==> src/rtl/adc_spi_sampler_pkg.sv <==
// Shared types and sizing for the ADC SPI sampler.
// Counter widths bound SCLK_HALF and QUIET_CYCLES to at most 2**HALF_CNT_W.
package adc_spi_pkg;

   typedef enum logic [1:0] {
      IDLE  = 2'd0,
      SETUP = 2'd1,
      SHIFT = 2'd2,
      QUIET = 2'd3
   } state_t;

   localparam int FRAME_BITS = 16;
   localparam int LEAD_BITS  = 4;
   localparam int BIT_CNT_W  = $clog2(FRAME_BITS);
   localparam int HALF_CNT_W = 8;

endpackage

==> src/rtl/adc_spi_sampler_if.sv <==
// ADC pin bundle plus the parallel sample stream seen by the processing chain.
interface adc_spi_sampler_if #(
   parameter int DATA_WIDTH = 12
);
   logic                  adc_sdata;
   logic                  adc_cs_n;
   logic                  adc_sclk;
   logic [DATA_WIDTH-1:0] sample;
   logic                  sample_valid;
   logic                  lead_err;
   logic                  overrun;

   modport master (
      input  adc_sdata,
      output adc_cs_n, adc_sclk, sample, sample_valid, lead_err, overrun
   );

   modport slave (
      output adc_sdata,
      input  adc_cs_n, adc_sclk, sample, sample_valid, lead_err, overrun
   );
endinterface

==> src/rtl/adc_spi_sampler_tick_gen.sv <==
// Sample-rate counter: free-runs 0..SAMPLE_DIV-1 while enabled, held at 0 otherwise.
// tick fires whenever the count is 0, so the first tick lands in the first enabled cycle.
module sample_tick_gen #(
   parameter int SAMPLE_DIV = 6250
) (
   input  logic clk,
   input  logic rst,
   input  logic en,
   output logic tick
);
   localparam int W = (SAMPLE_DIV > 1) ? $clog2(SAMPLE_DIV) : 1;

   logic [W-1:0] cnt_q;

   always_ff @(posedge clk) begin
      if (rst || !en) begin
         cnt_q <= '0;
      end else if (cnt_q == W'(SAMPLE_DIV - 1)) begin
         cnt_q <= '0;
      end else begin
         cnt_q <= cnt_q + W'(1);
      end
   end

   assign tick = en && (cnt_q == '0);

endmodule

==> src/rtl/adc_spi_sampler.sv <==
// SPI reader for an AD7476-style ADC: one 16-bit frame per rate tick, sample out with a 1-cycle strobe.
// Tick at T gives sample_valid at T+1+33*SCLK_HALF; all pin and stream outputs are registered.
module adc_spi_sampler
   import adc_spi_pkg::*;
#(
   parameter int SCLK_HALF    = 4,
   parameter int SAMPLE_DIV   = 6250,
   parameter int QUIET_CYCLES = 8,
   parameter int DATA_WIDTH   = 12
) (
   input  logic               clk,
   input  logic               rst,
   input  logic               en,
   adc_spi_sampler_if.master  bus
);
   logic tick;

   sample_tick_gen #(.SAMPLE_DIV(SAMPLE_DIV)) u_tick (
      .clk  (clk),
      .rst  (rst),
      .en   (en),
      .tick (tick)
   );

   state_t                  state_q, state_d;
   logic [HALF_CNT_W-1:0]   cnt_q, cnt_d;
   logic [BIT_CNT_W-1:0]    bit_q, bit_d;
   logic [FRAME_BITS-1:0]   shift_q, shift_d;
   logic [DATA_WIDTH-1:0]   sample_q, sample_d;
   logic                    cs_n_q, cs_n_d, sclk_q, sclk_d;
   logic                    valid_q, valid_d, lead_q, lead_d, ovr_q, ovr_d;
   logic                    half_done;

   assign half_done = (cnt_q == HALF_CNT_W'(SCLK_HALF - 1));

   always_ff @(posedge clk) begin
      if (rst) begin
         state_q  <= IDLE;
         cnt_q    <= '0;
         bit_q    <= '0;
         shift_q  <= '0;
         sample_q <= '0;
         cs_n_q   <= 1'b1;
         sclk_q   <= 1'b1;
         valid_q  <= 1'b0;
         lead_q   <= 1'b0;
         ovr_q    <= 1'b0;
      end else begin
         state_q  <= state_d;
         cnt_q    <= cnt_d;
         bit_q    <= bit_d;
         shift_q  <= shift_d;
         sample_q <= sample_d;
         cs_n_q   <= cs_n_d;
         sclk_q   <= sclk_d;
         valid_q  <= valid_d;
         lead_q   <= lead_d;
         ovr_q    <= ovr_d;
      end
   end

   always_comb begin
      state_d  = state_q;
      cnt_d    = cnt_q;
      bit_d    = bit_q;
      shift_d  = shift_q;
      sample_d = sample_q;
      cs_n_d   = cs_n_q;
      sclk_d   = sclk_q;
      valid_d  = 1'b0;
      lead_d   = 1'b0;
      ovr_d    = tick && (state_q != IDLE);

      case (state_q)
         IDLE: begin
            if (tick) begin
               state_d = SETUP;
               cs_n_d  = 1'b0;
               cnt_d   = '0;
            end
         end
         SETUP: begin
            if (half_done) begin
               state_d = SHIFT;
               sclk_d  = 1'b0;
               cnt_d   = '0;
               bit_d   = '0;
            end else begin
               cnt_d = cnt_q + HALF_CNT_W'(1);
            end
         end
         SHIFT: begin
            if (!half_done) begin
               cnt_d = cnt_q + HALF_CNT_W'(1);
            end else begin
               cnt_d = '0;
               // Capture on the cycle that drives the rising edge; data settled since the fall.
               if (!sclk_q) begin
                  sclk_d  = 1'b1;
                  shift_d = {shift_q[FRAME_BITS-2:0], bus.adc_sdata};
               end else if (bit_q == BIT_CNT_W'(FRAME_BITS - 1)) begin
                  state_d  = QUIET;
                  cs_n_d   = 1'b1;
                  sample_d = shift_q[DATA_WIDTH-1:0];
                  valid_d  = 1'b1;
                  lead_d   = |shift_q[FRAME_BITS-1 -: LEAD_BITS];
               end else begin
                  bit_d  = bit_q + BIT_CNT_W'(1);
                  sclk_d = 1'b0;
               end
            end
         end
         QUIET: begin
            if (cnt_q == HALF_CNT_W'(QUIET_CYCLES - 1)) begin
               state_d = IDLE;
            end else begin
               cnt_d = cnt_q + HALF_CNT_W'(1);
            end
         end
         default: state_d = IDLE;
      endcase
   end

   assign bus.adc_cs_n     = cs_n_q;
   assign bus.adc_sclk     = sclk_q;
   assign bus.sample       = sample_q;
   assign bus.sample_valid = valid_q;
   assign bus.lead_err     = lead_q;
   assign bus.overrun      = ovr_q;

endmodule
==> src/flat_wrapper.sv <==
// flat-port wrapper written by rule: the top's interface ports become plain ports
module adc_spi_sampler_flat import adc_spi_pkg::*;
#(
   parameter int SCLK_HALF    = 4,
   parameter int SAMPLE_DIV   = 6250,
   parameter int QUIET_CYCLES = 8,
   parameter int DATA_WIDTH   = 12
)
  (clk, rst, en, bus_adc_sdata, bus_adc_cs_n, bus_adc_sclk, bus_sample, bus_sample_valid, bus_lead_err, bus_overrun);
  adc_spi_sampler_if #(.DATA_WIDTH(DATA_WIDTH)) bus_i ();
  input  logic clk;
  input  logic rst;
  input  logic en;
  input wire logic [$bits(bus_i.adc_sdata)-1:0] bus_adc_sdata;
  output wire logic [$bits(bus_i.adc_cs_n)-1:0] bus_adc_cs_n;
  output wire logic [$bits(bus_i.adc_sclk)-1:0] bus_adc_sclk;
  output wire logic [$bits(bus_i.sample)-1:0] bus_sample;
  output wire logic [$bits(bus_i.sample_valid)-1:0] bus_sample_valid;
  output wire logic [$bits(bus_i.lead_err)-1:0] bus_lead_err;
  output wire logic [$bits(bus_i.overrun)-1:0] bus_overrun;
  assign bus_i.adc_sdata = bus_adc_sdata;
  assign bus_adc_cs_n = bus_i.adc_cs_n;
  assign bus_adc_sclk = bus_i.adc_sclk;
  assign bus_sample = bus_i.sample;
  assign bus_sample_valid = bus_i.sample_valid;
  assign bus_lead_err = bus_i.lead_err;
  assign bus_overrun = bus_i.overrun;
  adc_spi_sampler #(.SCLK_HALF(SCLK_HALF), .SAMPLE_DIV(SAMPLE_DIV), .QUIET_CYCLES(QUIET_CYCLES), .DATA_WIDTH(DATA_WIDTH)) u_core (.clk(clk), .rst(rst), .en(en), .bus(bus_i));
endmodule
==> config.mk <==
export PLATFORM = sky130hd
export DESIGN_NAME = adc_spi_sampler_flat
export DESIGN_NICKNAME = d
export VERILOG_FILES = /design/src/rtl/adc_spi_sampler_pkg.sv /design/src/rtl/adc_spi_sampler_if.sv /design/src/rtl/adc_spi_sampler_tick_gen.sv /design/src/rtl/adc_spi_sampler.sv /design/src/flat_wrapper.sv
export SDC_FILE = /design/constraint.sdc
export NUM_CORES = 1
export LEC_CHECK = 0
export ABC_AREA = 0
export CORE_ASPECT_RATIO = 0.7
export CORE_MARGIN = 5
export CORE_UTILIZATION = 35
export DETAILED_ROUTE_END_ITERATION = 12
export PLACE_DENSITY_LB_ADDON = 0.05
export SYNTH_ARGS = -nofsm -noshare
export SYNTH_HDL_FRONTEND = slang
export SYNTH_SLANG_ARGS = --single-unit
export TNS_END_PERCENT = 5
==> constraint.sdc <==
create_clock -name clk -period 1.96 [get_ports clk]
set_input_delay 0.392 -clock clk [delete_from_list [all_inputs] [get_ports clk]]
set_output_delay 0.392 -clock clk [all_outputs]
set_load 0.005 [all_outputs]
# ---- After elaboration in Yosys (flattened, before gate mapping)
# Cells that the tools add are included.
dict set report word_totals {
  regBits 60
  inputBits 4
  out_inout_bits 17
  word_cells 80
}
dict set report op_classes {
  add_sub_neg 3
  eq_ne 15
  mux 26
  n_bitwise 4
  reduce_logical 21
}
# operator count
set ops {}
lappend ops {{$mux 8} 3}
lappend ops {{$pmux 8 s3} 1}
lappend ops {{$mux 4} 4}
lappend ops {{$add 13x1->13 const B} 1}
lappend ops {{$eq 13x13->1 const B} 1}
lappend ops {{$logic_not 13->1} 1}
lappend ops {{$mux 2} 6}
lappend ops {{$ne 2x1->1 const B} 6}
lappend ops {{$reduce_and 5->1} 2}
lappend ops {{$add 8x1->8 const B} 1}
lappend ops {{$eq 8x2->1 const B} 1}
lappend ops {{$eq 8x3->1 const B} 1}
lappend ops {{$mux 1} 8}
lappend ops {{$pmux 2 s4} 1}
lappend ops {{$pmux 4 s2} 1}
lappend ops {{$reduce_or 4->1} 2}
lappend ops {{$reduce_and 3->1} 2}
lappend ops {{$reduce_and 6->1} 1}
lappend ops {{$reduce_bool 2->1} 3}
lappend ops {{$reduce_or 5->1} 1}
lappend ops {{$add 4x1->4 const B} 1}
lappend ops {{$eq 2x2->1 const B} 2}
lappend ops {{$eq 4x4->1 const B} 1}
lappend ops {{$ne 2x2->1 const B} 2}
lappend ops {{other kinds (10)} 16}

# ---- Depth between registers and ports, before layout
# Gate-level depths: netlist of run 1.
dict set report logic_depth {
  depth_word 5
  depth_mapped 8
  mapped_depth_nobuf 7
}

# ---- Hierarchy
# From an unflattened synthesis of run 1, not the netlist that was laid out.
dict set report unflattened {
  cells_unflattened 293
  hier_area_um2 2751.4
}
# module n_inst cells_per_inst area_each_um2 seq_area_each_um2
set modules_own_cells {}
lappend modules_own_cells {adc_spi_sampler 1 216 2048.2 940.9}
lappend modules_own_cells {sample_tick_gen 1 77 703.2 260.2}

# ---- Least setup slack after synthesis of run 1
# Ideal clock, no wire load.
dict set report synth_path {
  kind {reg2reg}
  from {register u_core.cnt_q[0]}
  to {register u_core.sample_q[10] (netlist: u_core.bus.sample[10])}
  arrival_ps 1682
  required_ps 1832
  slack_ps 151
  stages_incl_launch_ff 9
  path_buffers 2
  path_cell_list {dfxtp_1 -> ha_1 -> or3b_1 -> nor2_4 -> buf_6 -> nand3_4 -> buf_6 -> mux2i_1 -> nor2_1}
}
dict set report synth_via {
  elab_chain_cells 2
}
# element line_no
set synth_lines {}
lappend synth_lines {{from (decl)} adc_spi_sampler.sv:26} ;# logic [HALF_CNT_W-1:0] cnt_q, cnt_d;
lappend synth_lines {{from (signal assigned)} adc_spi_sampler.sv:50} ;# cnt_q <= cnt_d;
lappend synth_lines {{$eq 8x2->1} adc_spi_sampler.sv:34} ;# assign half_done = (cnt_q == HALF_CNT_W'(SCLK_HALF - 1));
lappend synth_lines {{$reduce_and 4->1 (no source line)} n/a}
lappend synth_lines {{to (signal assigned)} adc_spi_sampler.sv:53} ;# sample_q <= sample_d;
lappend synth_lines {{to (decl)} adc_spi_sampler.sv:29} ;# logic [DATA_WIDTH-1:0] sample_q, sample_d;
# Every way passes these cells.
# A chain may end at the register's enable or synchronous reset.

# ---- Worst setup path in the final report of run 1
dict set report layout_path {
  from {register u_core.u_tick.cnt_q[1]}
  to {register u_core.cnt_q[6]}
}
dict set report layout_via {
  elab_chain_cells 4
}
# element line_no
set layout_lines {}
lappend layout_lines {{from (decl)} adc_spi_sampler_tick_gen.sv:13} ;# logic [W-1:0] cnt_q;
lappend layout_lines {{from (signal assigned)} adc_spi_sampler_tick_gen.sv:21} ;# cnt_q <= cnt_q + W'(1);
lappend layout_lines {{$logic_not 13->1} adc_spi_sampler_tick_gen.sv:25} ;# assign tick = en && (cnt_q == '0);
lappend layout_lines {{$logic_and 1x1->1} adc_spi_sampler_tick_gen.sv:25}
lappend layout_lines {{$ne 2x1->1 (no source line)} n/a}
lappend layout_lines {{$reduce_and 2->1 (no source line)} n/a}
# Every way passes these cells.

==> flow_summary.json, run 1 <==
{
  "grt_pass1_wl_um": 9950,
  "p_sw_w": 0.000865,
  "final_hold_viol_count": 0,
  "cts.reportedPaths.clkPinSlew_ns": 0.07,
  "place_congestion": 0.797,
  "synth_simple_gate_area_frac": 0.241,
  "postSynthNetCount": 315,
  "syn2layout_area_growth_pct": 27.8,
  "critical_path.n_buffers_inverters": 2,
  "post-route-cell-area_um2": 3400,
  "holdBufCountCts": 0,
  "clock_root_cell": "sky130_fd_sc_hd__clkbuf_8",
  "synth.lib_cells_used.distinct": 51,
  "cts_max_path_buffers": 2,
  "cp_top_family": "simple AND/OR/NAND/NOR gates",
  "die_y_um": 83.0,
  "synth.yosys.seq_area_share": 0.451,
  "detailedPlacementHpwl_um": 4030,
  "port_buffers": 20,
  "max_clock_freq_mhz": 532,
  "synth.avg_cell_area_um2": 8.82,
  "hold_class": "reg2reg",
  "clkPwrFrac": 0.375,
  "fillerInstances": 749,
  "fin_tns_setup_ns": 0,
  "synth-seq-cells": 60,
  "drt_pass1_iterations": 4,
  "leak_nw": 1.32,
  "ys.warnings.count": 0,
  "syn-cell-area_um2": 2660,
  "critical_path_required_ns": 2.21,
  "post-place-cells": 432,
  "final_cell_count_without_fillers": 450,
  "synth_compound_gate_area_share": 0.116,
  "synth_flop_cell": "sky130_fd_sc_hd__dfxtp_1",
  "power_frac_seq": 0.428,
  "first_global_vias": 2044,
  "final-seq-area_um2": 1200,
  "largest_net_degree_at_the_start_of_global_routing": 45,
  "avgRoutedWirePerCell_um": 13.0,
  "intPower_w": 0.00214,
  "timing.slew.headroom": 0.692,
  "postRouteAntennaNets": 0,
  "worstSkewPairLatency_ns": 0.34,
  "setup_ws_post_layout_ns": 0.0796,
  "detailedRoute.firstIterationViolations": 90,
  "drive_above_1_share": 0.176,
  "viasPerCell": 4.80,
  "worstPathMaxFanout": 4,
  "initial_util": 0.362,
  "fin_crit_ns": 1.88,
  "numClockSinks": 60,
  "gr-usage-all-layers": 0.131,
  "crit_path_cell_trace": "inv_1, ha_1, nor4bb_1, buf_4, a41oi_1, nor3b_1, nand4_1, o31ai_1",
  "floorplan.rows": 26,
  "synth_top_family_by_area": "simple AND/OR/NAND/NOR gates",
  "pre_cts_ws_ns": -0.106,
  "worstSetupEndpointType": "flip-flop",
  "cts-buffers-inserted": 9,
  "synth-async-reset-ratio": 0,
  "cp_slowest_stage_delay_ns": 0.34,
  "multi_input_area_um2": 1360,
  "num_io_pins": 21,
  "grt_setup_unrepaired": "yes",
  "htree_num_levels": 3,
  "power.density_cell_area_nw_per_um2": 884,
  "postRouteWirelength_um": 5840,
  "yosys.area_share.xor_xnor": 0.0493,
  "fin_util": 0.463,
  "timing.final.setup_violations": 0,
  "power.share.switching": 0.288,
  "placement.cell_area_um2": 3140,
  "min_period_over_period": 0.959,
  "num_antenna_cells": 0,
  "worst_slew_pin_tran_ns": 0.455,
  "timing_max_transition_violations_final": 0,
  "yosys.area_share.adder": 0.0423,
  "tritoncts_clock_tree": "yes",
  "num_vias": 2162,
  "number_of_antenna_violations_at_the_first_check_in_global_routing": 0,
  "share_comb_of_total_power": 0.197,
  "drc": 0,
  "max_cap_violations": 0,
  "design.core.area_um2": 7350,
  "post_synth_mux_area_share": 0.0531,
  "fp.dieW_um": 114,
  "worstPathArrival_ns": 2.13,
  "cp_slowest_cell": "sky130_fd_sc_hd__dfxtp_1",
  "floorplan.die_area_um2": 9480,
  "type_of_the_worst_setup_path": "reg2reg",
  "postSynthCellCount": 302,
  "grt_overflow_total": 0,
  "worst_clock_skew_ns": 0.00674,
  "crit_path_start_kind": "flip-flop",
  "synth_enable_flop_cells": 0,
  "fin_nets": 360,
  "status": "finished clean",
  "vdd.ir_drop.worst_v": 0.000469
}
[routing by layer]
metal  wire length (um)  share of wire  GRT usage
met5                  0              0          0
met4                 61          0.010     0.0388
met3                225          0.039     0.0480
met2               2460           0.42      0.192
met1               3090           0.53      0.177
[power by group through the flow]
| stage | Clock [W] | Combinational (W) | Sequential [W] |
|---|---|---|---|
| 6_report | 0.00113 | 0.000593 | 0.00129 |
| 5_1_grt | 0.00121 | 0.000652 | 0.00129 |
| 4_1_cts | 0.00116 | 0.000593 | 0.00129 |
| 3_5_place_dp | 0 | 0.000589 | 0.00132 |
| 3_3_place_gp | 0 | 0.000586 | 0.00131 |
| 2_1_floorplan | 0 | 0.000366 | 0.00131 |
[registers in the layout, indices dropped and copies added, names as in the netlist]
register / count
u_core.state_q: 2
u_core.bus.sample_valid: 1
u_core.bit_q: 4
u_core.bus.adc_sclk: 1
u_core.bus.overrun: 1
u_core.u_tick.cnt_q: 13
u_core.shift_q: 16
u_core.bus.adc_cs_n: 1
u_core.cnt_q: 8
u_core.bus.lead_err: 1
u_core.bus.sample: 12
[area by class of cell]
class / instances / share of cell area
multi-input cells: 216 / 0.401
well taps: 98 / 0.0360
repair buffers: 48 / 0.138
inverters: 12 / 0.0132
flip-flops and latches: 60 / 0.353
clock inverters: 6 / 0.0188
clock buffers: 10 / 0.0405
[final timing paths]
check / from / slack [ns] / depth (start not counted) / end
min reg2reg: u_core.shift_q[15]$_SDFFE_PP0P_ / 0.46 / 2 / u_core.shift_q[15]$_SDFFE_PP0P_
max reg2reg: u_core.u_tick.cnt_q[1]$_SDFF_PP0_ / 0.08 / 8 / u_core.cnt_q[6]$_SDFFE_PP0P_
min: u_core.shift_q[15]$_SDFFE_PP0P_ / 0.46 / 2 / u_core.shift_q[15]$_SDFFE_PP0P_
max: u_core.u_tick.cnt_q[1]$_SDFF_PP0_ / 0.08 / 8 / u_core.cnt_q[6]$_SDFFE_PP0P_
[synth_stat cells (all sizes together) (7+ instances only)]
cell type	number	area, um2
xnor2	9	78.8
nand3	16	97.6
dfxtp	60	1200
ha	9	113
buf	9	62.6
a21oi	23	115
mux2i	13	130
nor3	7	50.1
o21ai	7	35.0
nand2	40	150
nor2	40	158
inv	12	45.0
[kinds of logic after synthesis]
| group | Yosys count |
|---|---|
| xor gates and xnor gates | 15 |
| DFF | 60 |
| muxes | 14 |
| buffers and inverters | 26 |
| adders and majority gates | 9 |
| AOI/OAI and AO/OA | 49 |
| and+or+nand+nor | 129 |
[what timing repair did]
item	in CTS	in global routing
cloned	0	0
endpoints found under the setup margin	2	37
buffers inserted	0	2
resized for setup	1	9
pin swaps	0	2
[cells in the final DEF (no fill, tap or decap), types with 2 or more instances in the layout]
cell type | Yosys | layout
sky130_fd_sc_hd__a21oi_1 | 23 | 20
sky130_fd_sc_hd__buf_12 | 0 | 4
sky130_fd_sc_hd__nand3_1 | 14 | 14
sky130_fd_sc_hd__a211oi_1 | 3 | 3
sky130_fd_sc_hd__a31oi_1 | 2 | 2
sky130_fd_sc_hd__nand2_1 | 40 | 40
sky130_fd_sc_hd__nor2_1 | 39 | 39
sky130_fd_sc_hd__nor4_1 | 3 | 3
sky130_fd_sc_hd__nor3_1 | 4 | 4
sky130_fd_sc_hd__xor2_1 | 6 | 6
sky130_fd_sc_hd__clkbuf_8 | 0 | 10
sky130_fd_sc_hd__buf_4 | 2 | 22
sky130_fd_sc_hd__inv_1 | 12 | 12
sky130_fd_sc_hd__o211ai_1 | 2 | 2
sky130_fd_sc_hd__clkinvlp_4 | 0 | 2
sky130_fd_sc_hd__ha_1 | 9 | 9
sky130_fd_sc_hd__o21ai_1 | 5 | 5
sky130_fd_sc_hd__buf_6 | 2 | 2
sky130_fd_sc_hd__clkinv_2 | 0 | 2
sky130_fd_sc_hd__xnor2_1 | 9 | 9
sky130_fd_sc_hd__and3_1 | 6 | 5
sky130_fd_sc_hd__a21oi_2 | 0 | 3
sky130_fd_sc_hd__a41oi_1 | 2 | 2
sky130_fd_sc_hd__mux2i_1 | 13 | 13
sky130_fd_sc_hd__clkdlybuf4s50_1 | 0 | 20
sky130_fd_sc_hd__o21ai_0 | 2 | 2
sky130_fd_sc_hd__nand4_1 | 4 | 4
sky130_fd_sc_hd__dfxtp_1 | 60 | 59
sky130_fd_sc_hd__nor3_2 | 3 | 3
[through the flow]
step / power, W / hold slack [ns]
5_1_grt: 0.00315 / 0.490
3_5_place_dp: 0.00191 / 0.450
6_report: 0.00301 / 0.459
4_1_cts: 0.00304 / 0.460
2_1_floorplan: 0.00168 / 0.437
3_3_place_gp: 0.00190 / 0.443
[worst reg2reg max path, delay by kind of cell (launching register included)]
family,cells,cell delay [ns]
AOI/OAI and AO/OA,2,0.30
buffers and inverters,2,0.25
DFF,1,0.34
and+or+nand+nor,3,0.75
adders and majority gates,1,0.15
Power figures use the tool's default switching activity.
==> run 2, diff against run 1 <==
--- a/config.mk
+++ b/config.mk
@@ -5,7 +5,7 @@
 export SDC_FILE = /design/constraint.sdc
 export NUM_CORES = 1
 export LEC_CHECK = 0
-export ABC_AREA = 0
+export ABC_AREA = 1
 export CORE_ASPECT_RATIO = 0.7
 export CORE_MARGIN = 5
 export CORE_UTILIZATION = 35
@@ -13,5 +13,6 @@
 export PLACE_DENSITY_LB_ADDON = 0.05
 export SYNTH_ARGS = -nofsm -noshare
 export SYNTH_HDL_FRONTEND = slang
+export SYNTH_HIERARCHICAL = 1
 export SYNTH_SLANG_ARGS = --single-unit
 export TNS_END_PERCENT = 5
==> run 2 against run 1 <==
Clock power up 50%. Critical path depth increased by 4. Worst hold slack improved by 0.017 ns. Setup slack improved by 0.13 ns. Synthesized cell count grew 35%. Total power grew 23%. Sequential share of layout area decreased by 2.6 points. Via count grew 21%. Critical endpoint is now u_core/state_q[0]$_SDFFE_PP0P_.
==> flow_summary.json, run 2 <==
{
  "layout_commonest_cell": "sky130_fd_sc_hd__nand2_1",
  "critical_path_required_ns": 2.23,
  "clock_root_cell": "sky130_fd_sc_hd__clkbuf_16",
  "gr-usage-all-layers": 0.141,
  "worstPathMaxFanout": 5,
  "first_global_vias": 2392,
  "grt_pass1_wl_um": 11500,
  "intPower_w": 0.00268,
  "cts-buffers-inserted": 9,
  "max_clock_freq_mhz": 571,
  "fp.dieW_um": 120,
  "timing.slew.headroom": 0.754,
  "worstSetupEndpointType": "flip-flop",
  "worst_slew_pin_tran_ns": 0.368,
  "power.share.switching": 0.277,
  "power.density_cell_area_nw_per_um2": 1010,
  "p_sw_w": 0.00102,
  "postSynthCellCount": 408,
  "synth_area_leader_cell": "sky130_fd_sc_hd__dfxtp_1",
  "type_of_the_worst_setup_path": "reg2reg",
  "synth.yosys.seq_area_share": 0.406,
  "power_frac_seq": 0.350,
  "synth_top_area_share": 0.406,
  "largest_register_ff_count": 16,
  "postRouteAntennaNets": 0,
  "final_cell_count_without_fillers": 549,
  "design.core.area_um2": 8340,
  "floorplan.rows": 28,
  "drc": 0,
  "clkPwrFrac": 0.456,
  "synth.avg_cell_area_um2": 7.25,
  "vdd.ir_drop.worst_v": 0.000483,
  "registers.top_by_ff_count": "u_core/shift_q",
  "grt_setup_unrepaired": "no",
  "worst_clock_skew_ns": 0.00507,
  "tritoncts_clock_tree": "yes",
  "fin_tns_setup_ns": 0,
  "numClockSinks": 60,
  "htree_num_levels": 3,
  "max_cap_violations": 0,
  "pre_cts_ws_ns": -0.385,
  "postRouteWirelength_um": 6880,
  "syn-cell-area_um2": 2960,
  "synth_enable_flop_cells": 0,
  "synth-async-reset-ratio": 0,
  "worstSkewPairLatency_ns": 0.33,
  "num_vias": 2615,
  "setup_ws_post_layout_ns": 0.210,
  "syn2layout_area_growth_pct": 24.0,
  "synth.most_common_cell": "sky130_fd_sc_hd__nand2_1",
  "cts_max_path_buffers": 2,
  "final_hold_viol_count": 0,
  "viasPerCell": 4.76,
  "share_comb_of_total_power": 0.194,
  "fin_crit_ns": 1.75,
  "die_y_um": 86.9,
  "postSynthNetCount": 423,
  "timing_max_transition_violations_final": 0,
  "synth.top_cells.by_count": "86 x sky130_fd_sc_hd__nand2_1, 60 x sky130_fd_sc_hd__dfxtp_1, 53 x sky130_fd_sc_hd__nor2_1",
  "detailedPlacementHpwl_um": 4770,
  "post-place-cells": 531,
  "largest_net_degree_at_the_start_of_global_routing": 39,
  "port_buffers": 20,
  "synth_flop_cell": "sky130_fd_sc_hd__dfxtp_1",
  "detailedRoute.firstIterationViolations": 135,
  "crit_path_start_kind": "flip-flop",
  "timing.final.setup_violations": 0,
  "drive_above_1_share": 0.135,
  "worstPathArrival_ns": 2.02,
  "place_congestion": 0.794,
  "mostFrequentLayoutCells": "85 x sky130_fd_sc_hd__nand2_1, 60 x sky130_fd_sc_hd__dfxtp_1, 53 x sky130_fd_sc_hd__nor2_1",
  "drt_pass1_iterations": 4,
  "number_of_antenna_violations_at_the_first_check_in_global_routing": 0,
  "synth-seq-cells": 60,
  "num_io_pins": 21,
  "ys.warnings.count": 6,
  "min_period_over_period": 0.893,
  "grt_overflow_total": 0,
  "leak_nw": 1.40,
  "status": "finished clean",
  "cts.reportedPaths.clkPinSlew_ns": 0.05,
  "floorplan.die_area_um2": 10400,
  "synth.area.top_cells": "sky130_fd_sc_hd__dfxtp_1 41%, sky130_fd_sc_hd__nand2_1 11%, sky130_fd_sc_hd__nand3_1 7.4%",
  "hold_class": "reg2reg",
  "synth.lib_cells_used.distinct": 31,
  "initial_util": 0.355,
  "avgRoutedWirePerCell_um": 12.5,
  "num_antenna_cells": 0,
  "fin_nets": 454
}
[run 2: cell count changes in the layout (fill, tap and decap cells not counted), sizes merged, moves of 13 or more]
cell   delta
nand2    +55
nand3    +29
mux2i    -13
buf      -13
inv      +25
nor2     +21
[run 2: cell type report]
class                           instances  area [um2]
Fill cell                             861        4670
Multi-Input combinational cell        296        1540
Sequential cell                        60        1200
Timing Repair Buffer                   35         338
Clock buffer                           11         243
Tap cell                              105         131
Inverter                               37         139
Clock inverter                          5        75.1
[run 2: worst max-delay path, stage by stage, from the launching register on]
cell and delay, ns:
sky130_fd_sc_hd__dfxtp_1 0.34, sky130_fd_sc_hd__inv_1 0.11, sky130_fd_sc_hd__nand4_1 0.11, sky130_fd_sc_hd__nor4_2 0.25, sky130_fd_sc_hd__buf_4 0.15, sky130_fd_sc_hd__inv_1 0.05
sky130_fd_sc_hd__nand2_2 0.08, sky130_fd_sc_hd__nand2_1 0.05, sky130_fd_sc_hd__a21oi_1 0.17, sky130_fd_sc_hd__nand3_2 0.14, sky130_fd_sc_hd__nand2_1 0.10, sky130_fd_sc_hd__nand2_1 0.05
sky130_fd_sc_hd__nor2_1 0.09
[run 2: metal layers]
layer / track usage / vias up / wire [um]
li1: - / 1401 / -
met1: 0.204 / 1163 / 3890
met2: 0.192 / 41 / 2600
met3: 0.0487 / 10 / 285
met4: 0.0561 / 0 / 110
met5: 0 / - / 0
[run 2: power by group through the flow]
stage               logic (W)  registers [W]  clock network (W)
floorplan            0.000428        0.00131                  0
finish               0.000717        0.00130            0.00169
CTS                  0.000684        0.00130            0.00174
global placement     0.000620        0.00132                  0
global route         0.000796        0.00130            0.00180
detailed placement   0.000618        0.00132                  0
[run 2: path summary, 6_finish.rpt]
check | startpoint | endpoint | slack (ns) | depth (start not counted)
worst max-delay path | u_core/u_tick/cnt_q[3]$_SDFF_PP0_ | u_core/state_q[0]$_SDFFE_PP0P_ | 0.21 | 12
worst min register to register | u_core/shift_q[15]$_SDFFE_PP0P_ | u_core/shift_q[15]$_SDFFE_PP0P_ | 0.48 | 2
worst min-delay path | u_core/shift_q[15]$_SDFFE_PP0P_ | u_core/shift_q[15]$_SDFFE_PP0P_ | 0.48 | 2
worst max register to register | u_core/u_tick/cnt_q[3]$_SDFF_PP0_ | u_core/state_q[0]$_SDFFE_PP0P_ | 0.21 | 12
[run 2: timing repair]
item	in CTS	in global routing
hold endpoints to repair	0	0
pin swaps	0	1
buffers inserted	2	0
hold buffers	0	0
resized for setup	0	6
endpoints found under the setup margin	4	15
[run 2: kinds of logic (layout without fill, tap and decap cells)]
logic type      after synthesis  count (layout)  synth area share
flops                        60              60             0.406
simple gates                225             225             0.345
xor+xnor                      6               6            0.0178
fa+ha+maj                    11              11            0.0466
compound gates               54              54             0.102
buf+inv                      52              88            0.0825
[run 2: stage by stage]
step	hold slack (ns)	total power, W	instance area, um2	utilization
global placement	0.460	0.00194	3290	0.395
CTS	0.475	0.00372	3640	0.436
global route	0.489	0.00390	3660	0.440
floorplan	0.440	0.00174	2960	-
finish	0.476	0.00370	3660	0.440
detailed placement	0.466	0.00194	3290	0.395
